<file path="src/rtl/aud_recorder_if.sv">
// Codec/control/SRAM-write signal bundle for aud_recorder.
// The slave modport is the recorder; the master modport drives the codec and control pulses.
interface aud_recorder_if;
   logic        i_lrc;
   logic        i_data;
   logic        i_start;
   logic        i_pause;
   logic        i_stop;
   logic [19:0] o_address;
   logic [15:0] o_data;
   logic        o_valid;
   logic        o_full;
   logic        o_busy;

   modport master (
      output i_lrc, i_data, i_start, i_pause, i_stop,
      input  o_address, o_data, o_valid, o_full, o_busy
   );

   modport slave (
      input  i_lrc, i_data, i_start, i_pause, i_stop,
      output o_address, o_data, o_valid, o_full, o_busy
   );
endinterface

</file>
<file path="src/rtl/aud_recorder.sv">
// WM8731 I2S ADC capture: 16-bit words written to consecutive SRAM word addresses.
// Define AUD_RECORDER_STEREO_EN to also capture right-channel (rising LRC) words.
module aud_recorder (
   input logic           i_clk,
   input logic           i_rst_n,
   aud_recorder_if.slave bus
);

   typedef enum logic [2:0] {
      StIdle, StWaitLrc, StDelay, StShift, StWrite, StPaused, StFull
   } state_e;

   state_e      state_q, state_d;
   logic        lrc_q;
   logic [3:0]  bit_cnt_q, bit_cnt_d;
   logic [15:0] shift_q, shift_d;
   logic [15:0] data_q, data_d;
   logic [19:0] address_q, address_d;
   logic        full_q, full_d;
   logic        pause_q, pause_d;
   logic        busy;
   logic        lrc_fall;
   logic        frame_start;

   assign lrc_fall = lrc_q & ~bus.i_lrc;

`ifdef AUD_RECORDER_STEREO_EN
   logic lrc_rise;
   assign lrc_rise    = ~lrc_q & bus.i_lrc;
   assign frame_start = lrc_fall | lrc_rise;
`else
   assign frame_start = lrc_fall;
`endif

   assign busy = state_q inside {StWaitLrc, StDelay, StShift, StWrite};

   always_ff @(posedge i_clk) begin
      if (!i_rst_n) begin
         state_q <= StIdle;
      end else begin
         state_q <= state_d;
      end
   end

   always_ff @(posedge i_clk) begin
      if (!i_rst_n) begin
         lrc_q     <= 1'b1;
         bit_cnt_q <= 4'd0;
         shift_q   <= 16'd0;
         data_q    <= 16'd0;
         address_q <= 20'd0;
         full_q    <= 1'b0;
         pause_q   <= 1'b0;
      end else begin
         lrc_q     <= bus.i_lrc;
         bit_cnt_q <= bit_cnt_d;
         shift_q   <= shift_d;
         data_q    <= data_d;
         address_q <= address_d;
         full_q    <= full_d;
         pause_q   <= pause_d;
      end
   end

   always_comb begin
      state_d   = state_q;
      bit_cnt_d = bit_cnt_q;
      shift_d   = shift_q;
      data_d    = data_q;
      address_d = address_q;
      full_d    = full_q;
      pause_d   = pause_q;
      if (busy && bus.i_pause) begin
         pause_d = 1'b1;
      end
      // Stop beats everything, including a simultaneous start.
      if (bus.i_stop && state_q != StIdle) begin
         state_d   = StIdle;
         pause_d   = 1'b0;
         bit_cnt_d = 4'd0;
      end else begin
         unique case (state_q)
            StIdle: begin
               if (bus.i_start && !bus.i_stop) begin
                  address_d = 20'd0;
                  full_d    = 1'b0;
                  pause_d   = 1'b0;
                  state_d   = StWaitLrc;
               end
            end
            StWaitLrc: begin
               if (frame_start) state_d = StDelay;
            end
            StDelay: begin
               bit_cnt_d = 4'd0;
               state_d   = StShift;
            end
            StShift: begin
               shift_d[4'd15 - bit_cnt_q] = bus.i_data;
               bit_cnt_d = bit_cnt_q + 4'd1;
               if (bit_cnt_q == 4'd15) begin
                  data_d  = shift_d;
                  state_d = StWrite;
               end
            end
            StWrite: begin
               pause_d = 1'b0;
               if (address_q == 20'hFFFFF) begin
                  full_d  = 1'b1;
                  state_d = StFull;
               end else begin
                  address_d = address_q + 20'd1;
                  state_d   = (pause_q || bus.i_pause) ? StPaused : StWaitLrc;
               end
            end
            StPaused: begin
               if (bus.i_start) state_d = StWaitLrc;
            end
            StFull: begin
               state_d = StFull;
            end
            default: state_d = StIdle;
         endcase
      end
   end

   always_comb begin
      bus.o_valid   = (state_q == StWrite);
      bus.o_busy    = busy;
      bus.o_address = address_q;
      bus.o_data    = data_q;
      bus.o_full    = full_q;
   end

endmodule

</file>
<file path="src/flat_wrapper.sv">
// flat-port wrapper written by rule: the top's interface ports become plain ports
module aud_recorder_flat 
  (i_clk, i_rst_n, bus_i_lrc, bus_i_data, bus_i_start, bus_i_pause, bus_i_stop, bus_o_address, bus_o_data, bus_o_valid, bus_o_full, bus_o_busy);
  aud_recorder_if bus_i ();
  input logic i_clk;
  input logic i_rst_n;
  input wire logic [$bits(bus_i.i_lrc)-1:0] bus_i_lrc;
  input wire logic [$bits(bus_i.i_data)-1:0] bus_i_data;
  input wire logic [$bits(bus_i.i_start)-1:0] bus_i_start;
  input wire logic [$bits(bus_i.i_pause)-1:0] bus_i_pause;
  input wire logic [$bits(bus_i.i_stop)-1:0] bus_i_stop;
  output wire logic [$bits(bus_i.o_address)-1:0] bus_o_address;
  output wire logic [$bits(bus_i.o_data)-1:0] bus_o_data;
  output wire logic [$bits(bus_i.o_valid)-1:0] bus_o_valid;
  output wire logic [$bits(bus_i.o_full)-1:0] bus_o_full;
  output wire logic [$bits(bus_i.o_busy)-1:0] bus_o_busy;
  assign bus_i.i_lrc = bus_i_lrc;
  assign bus_i.i_data = bus_i_data;
  assign bus_i.i_start = bus_i_start;
  assign bus_i.i_pause = bus_i_pause;
  assign bus_i.i_stop = bus_i_stop;
  assign bus_o_address = bus_i.o_address;
  assign bus_o_data = bus_i.o_data;
  assign bus_o_valid = bus_i.o_valid;
  assign bus_o_full = bus_i.o_full;
  assign bus_o_busy = bus_i.o_busy;
  aud_recorder u_core (.i_clk(i_clk), .i_rst_n(i_rst_n), .bus(bus_i));
endmodule
</file>
<file path="config.mk">
export PLATFORM = sky130hd
export DESIGN_NAME = aud_recorder_flat
export DESIGN_NICKNAME = d
export VERILOG_FILES = /design/src/rtl/aud_recorder_if.sv /design/src/rtl/aud_recorder.sv /design/src/flat_wrapper.sv
export SDC_FILE = /design/constraint.sdc
export NUM_CORES = 1
export LEC_CHECK = 0
export ABC_AREA = 1
export BUFFER_PORTS_ARGS = -buffer_cell sky130_fd_sc_hd__buf_2
export CORE_MARGIN = 2
export CORE_UTILIZATION = 57
export CTS_CLUSTER_DIAMETER = 80
export DETAILED_ROUTE_END_ITERATION = 7
export GPL_TIMING_DRIVEN = 1
export PLACE_DENSITY = 0.79
export SLEW_MARGIN = 15
export SYNTH_ARGS = -nofsm -noshare
export SYNTH_HDL_FRONTEND = slang
export SYNTH_SLANG_ARGS = --single-unit
</file>
<file path="constraint.sdc">
create_clock -name i_clk -period 2.2 [get_ports i_clk]
set_input_delay 0.11 -clock i_clk [delete_from_list [all_inputs] [get_ports i_clk]]
set_output_delay 0.11 -clock i_clk [all_outputs]
set_load 0.05 [all_outputs]
</file>
# Yosys cells after proc, flatten, opt, wreduce, memory -nomap -nowiden
# Cells that the tools add are included.
[word_totals]
ramBits = 0
ff_bits = 62
rom_bits = 0
word_cells = 68
input_bits = 7
output_inout_bits = 39
latchBits = 0
n_memories = 0
[op_classes]
mul = 0
div = 0
n_shift = 0
addsub = 3
eq_ne = 14
magnitude_cmp = 2
reduce_logical = 17
bitwise = 4
muxes = 20
[op_table]
columns = ["operator", "count"]
rows = [
  ["20-bit two-way mux", 2],
  ["20-bit one-hot mux with 2 select lines", 1],
  ["3-bit one-hot mux with 7 select lines", 1],
  ["20-bit by 1-bit adder with 20-bit output (second input constant)", 1],
  ["20-bit == test (second input constant)", 1],
  ["3-bit two-way mux", 6],
  ["16-bit bitwise mux", 1],
  ["4-bit AND reduction", 3],
  ["3-bit == test (second input constant)", 3],
  ["4-bit one-hot mux with 2 select lines", 1],
  ["3-bit by 2-bit == test with 1-bit output (second input constant)", 2],
  ["2-bit by 1-bit inequality test with 1-bit output (second input constant)", 3],
  ["2-bit inequality test (second input constant)", 3],
  ["4-bit by 5-bit less-than comparator with 1-bit output (second input constant)", 1],
  ["1-bit two-way mux", 5],
  ["4-bit by 1-bit adder with 4-bit output (second input constant)", 1],
  ["1-bit demux with 4-bit select", 1],
  ["4-bit == test (second input constant)", 1],
  ["4-bit by 1-bit greater-or-equal comparator with 1-bit output (second input constant)", 1],
  ["1-bit logical AND", 4],
  ["1-bit one-hot mux with 2 select lines", 2],
  ["2-bit nonzero test", 2],
  ["4-bit nonzero test", 1],
  ["4-bit subtractor (first input constant)", 1],
  ["10 further kinds", 12],
]

# Longest topological paths before layout
[depth]
word_depth = 6
depth_mapped = 11
mapped_depth_nobuf = 11

# Least setup slack after synthesis
# OpenSTA, ideal clock, no wires.
[synth_path]
path_type = "register to register"
from = "register u_core.address_q[0], in the netlist u_core.bus.o_address[0]"
to = "register u_core.address_q[5], in the netlist u_core.bus.o_address[5]"
setup_time_ps = 138
t_arrival_ps = 1883
path_stages_with_launch = 12
n_path_buf = 1
path_slack_ps = 179
path_cell_list = "dfxtp_1 -> ha_1 -> nand2_2 -> nor2_4 -> nand2_4 -> nor2_8 -> nand3_4 -> nand2_4 -> inv_4 -> buf_6 -> nand3_1 -> a21oi_2"
[synth_via]
elab_chain_len = 3
[synth_rtl]
columns = ["element", "line_no", "text"]
rows = [
  ["start, declared", "aud_recorder.sv:18", "logic [19:0] address_q, address_d;"],
  ["start signal, assigned", "aud_recorder.sv:59", "address_q <= address_d;"],
  ["20-bit by 1-bit adder with 20-bit output or 20-bit == test (tied branches)", "aud_recorder.sv:112, aud_recorder.sv:108", ""],
  ["20-bit two-way mux or 2-bit inequality test (tied branches)", "--", ""],
  ["20-bit one-hot mux with 2 select lines or 4-bit AND reduction (tied branches)", "--", ""],
]
# Several ways; a longest one is shown, not always the timed one. The select of a mux whose other input is x is not followed.
# A chain may end at the register's enable or synchronous reset.

# Final worst setup path
[layout_path]
from = "register u_core.state_q[2]"
to = "output bus_o_busy"
[layout_via]
elab_chain_len = 2
[layout_rtl]
columns = ["element", "line_no", "text"]
rows = [
  ["start, declared", "aud_recorder.sv:13", "state_e state_q, state_d;"],
  ["start signal, assigned", "aud_recorder.sv:39", "state_q <= StIdle;"],
  ["start signal, assigned", "aud_recorder.sv:41", "state_q <= state_d;"],
  ["3-bit by 1-bit == test with 1-bit output, or another cell as far along", "aud_recorder.sv:35", "assign busy = state_q inside {StWaitLrc, StDelay, StShift, StWrite};"],
  ["4-bit nonzero test (*)", "aud_recorder.sv:35", ""],
  ["end, declared", "flat_wrapper.sv:16", "output wire logic [$bits(bus_i.o_busy)-1:0] bus_o_busy;"],
]
# Mark *: on every way between the ends. The rest lies on a longest branch, timed or not.

==> summary.md <==
| Metric | Value |
|---|---|
| Clock transition at the registers of the reported paths | `roughly 0.070 ns` |
| Fillcell total | `slightly above 500` |
| Slowest CP cell | `dfxtp_1` |
| ANT nets after route | `0` |
| Commonest non-fill, non-tap cell in the layout | `nand2_1` |
| DR vias/cell | `approximately 5.3` |
| Gr ovfl total | `0` |
| CTS tree | `done` |
| Mean post-synth cell area | `7.06 um^2` |
| Final HPWL DP | `~5.2 mm` |
| Full die area | `around 6400 um^2` |
| WL/cell | `~13 um` |
| Setup crit end kind | `output pin` |
| Startpoint types | `flip-flop` |
| Worst vdd ir | `approximately 0.0004 V` |
| Pleak | `between 1.5 and 2 nW` |
| Distinct cells, synth | `36` |
| Global-route wire length before repair | `around 13 mm` |
| Yosys warning count | `0` |
| Final hold vios | `0` |
| Cell area after synthesis | `3280 um^2` |
| Diode count | `0` |
| CP Class | `flip-flop to output pin` |
| Largest net degree at the start of global routing | `33` |
| Fin crit period | `about 1.9 ns` |
| Worst skew pair latency | `around 0.36 ns` |
| Sink Count | `61` |
| Ordered list of cells on the worst path | `inv_2, nor2_4, inv_2, nand3_1, buf_2` |
| Outcome | `finished, final reports clean` |
| Worst hold path startpoint | `bus_i_data` |
| Area Overhead vs Synth | `12.9%` |
| Worst Path Max Fanout | `10` |
| PortBufs | `between 40 and 50` |
| Cell count after synthesis | `465` |
| Pwr/cell area | `roughly 680 nW/um^2` |
| Gr usage total | `25.2%` |
| Yosys reg bits | `61` |
| Pwr Total | `~0.0025 W` |
| Final-report max-slew violation count | `0` |
| Multi-input logic area | `1700 um^2` |
| Total CTS buffers | `9` |
| Post-synthesis sequential area ratio | `37.2%` |
| Slew Limit Headroom | `between 60% and 70%` |
| Crit path launch | `u_core.state_q[2]` |
| Worst EP required | `between 2 and 2.5 ns` |
| CP peak stage delay | `around 0.45 ns` |
| Commonest non-fill, non-tap cells in the layout | `96 x nand2_1, 61 x dfxtp_1, 51 x inv_1` |
| Most frequent CP cell | `inv_2` |
| Initial cell density of the core | `between 50% and 60%` |
| Worst-Margin Slew | `around 0.53 ns` |
| Crit path DAT | `about 1.8 ns` |
| Rows | `27` |
| Storage cell area | `between 1000 and 1500 um^2` |
| RSZ-0062 raised after global routing | `no` |
| Router iterations before antenna repair | `4` |
| Setup TNS | `0 ns` |
| Drt drc | `0` |
| Routability-driven placement congestion ratio | `between 0.8 and 0.9` |
| CTS Buffer Depth | `2` |
| Max H-tree Level | `3` |
| Syn nets | `477` |
| Vias in the first global route | `between 2000 and 3000` |
| # setup viols final | `0` |
| Fraction of registers with async set/reset | `0%` |
| Routed Wire Length | `~7.4 mm` |
| Period utilisation layout | `between 80% and 90%` |
| Layout cell share with drive strength beyond 1 | `21.0%` |
| Worst flop-to-flop path startpoint | `u_core.bus.o_address[0]` |
| Via Count | `between 3000 and 4000` |
| Fmax | `524 MHz` |
| Core area | `around 5500 um^2` |
| HP Class | `input port to flip-flop` |
| EDFF count, synth | `0` |
| CTS root buf | `clkbuf_8` |
| Worst Skew | `approximately 0.011 ns` |
| Initial antenna violation count | `0` |
| IO Pins | `46` |
| Maxcap violations | `0` |
| Final net count | `about 520` |
| Primary FF master, synth | `dfxtp_1` |
| Die Width | `approximately 80 um` |
| Die H | `79.9 um` |
| Starting DRC count in detailed routing | `about 130` |
critical path, delay by kind of cell, from the launching register on:
kind / cells / cell delay, ns
flops: 1 / 0.45
simple gates: 2 / 0.42
buf+inv: 3 / 0.58
layout make-up:
cell class | instances | area share [%]
flip-flops and latches | 61 | 32.9
well taps | 72 | 2.43
clock buffers | 9 | 3.34
clock inverters | 7 | 1.38
multi-input cells | 323 | 45.9
repair buffers | 52 | 7.56
inverters | 63 | 6.44
sequential cells by signal, summed over array words and instances, names as in the netlist:
name / cells
u_core.bit_cnt_q: 4
u_core.bus.o_address: 20
u_core.bus.o_data: 16
u_core.bus.o_full: 1
u_core.lrc_q: 1
u_core.pause_q: 1
u_core.shift_q: 15
u_core.state_q: 3
per-stage QoR:
| step | setup slack (ns) | cell area, um^2 | std cells | util [%] | hold WS [ns] |
|---|---|---|---|---|---|
| 5_1_grt | 0.121 | 3710 | 587 | 66.9 | 0.0930 |
| 4_1_cts | 0.281 | 3710 | 587 | 66.9 | 0.0601 |
| 3_3_place_gp | 0.446 | 3520 | 570 | 63.6 | 0.314 |
| 2_1_floorplan | 0.179 | 3280 | 465 | - | 0.217 |
| 6_report | 0.293 | 3710 | 587 | 66.9 | 0.0660 |
| 3_5_place_dp | 0.357 | 3520 | 570 | 63.6 | 0.315 |
Yosys cell counts (2+ instances only):
| master | n | area share, % |
|---|---|---|
| nand3b_1 | 2 | 0.46 |
| clkbuf_1 | 7 | 0.80 |
| inv_1 | 51 | 5.8 |
| o21bai_1 | 2 | 0.46 |
| o21ai_1 | 14 | 2.1 |
| nand3_4 | 2 | 1.1 |
| o21ai_0 | 31 | 4.7 |
| a21oi_2 | 9 | 2.4 |
| a21oi_1 | 45 | 6.9 |
| nand2_2 | 3 | 0.57 |
| nand2_4 | 2 | 0.69 |
| nor3_1 | 4 | 0.61 |
| nand3_1 | 26 | 4.0 |
| xor2_1 | 6 | 1.6 |
| nor2_4 | 5 | 1.7 |
| nor2_1 | 39 | 4.5 |
| nand4_1 | 12 | 2.3 |
| buf_2 | 4 | 0.61 |
| nand2_1 | 96 | 11 |
| or2_2 | 2 | 0.38 |
| ha_1 | 5 | 1.9 |
| dfxtp_1 | 61 | 37 |
| nor2_2 | 3 | 0.57 |
| a31oi_1 | 6 | 1.1 |
| inv_2 | 11 | 1.3 |
| o211ai_1 | 2 | 0.46 |
| buf_6 | 6 | 2.1 |
cell families after synthesis:
kind of cell               share of synthesized area [%]
xor gates and xnor gates                            1.87
adders and majority gates                           1.90
buffers and inverters                               11.0
and+or+nand+nor                                     28.6
AOI/OAI and AO/OA                                   19.5
DFF                                                 37.2
power by group:
part / total (W) / switching (W) / internal (W)
Combinational: 0.000480 / 0.000360 / 0.000120
Sequential: 0.00114 / 0.0000183 / 0.00113
Clock: 0.000911 / 0.000502 / 0.000409
per-layer routing:
metal | track usage, % | vias up | part of all wire, %
met5 | 0 | - | 0
met3 | 6.67 | 13 | 5.6
met1 | 30.5 | 1393 | 44
li1 | - | 1605 | -
met4 | 12.7 | 0 | 1.7
met2 | 41.1 | 83 | 49
worst paths after layout:
check | endpoint | slack (ns) | cells after the start
max reg2reg | u_core.bus.o_address[16] | 0.31 | 11
min | u_core.bus.o_data[0] | 0.07 | 3
max | bus_o_busy | 0.29 | 5
min reg2reg | u_core.bus.o_data[0] | 0.44 | 2
repair_timing:
| action | in CTS | in global routing |
|---|---|---|
| hold endpoints to repair | 1 | 0 |
| hold buffers | 1 | 0 |
| buffers inserted | 0 | 0 |
| resized for setup | 0 | 0 |
(Power assumes the default switching activity.)
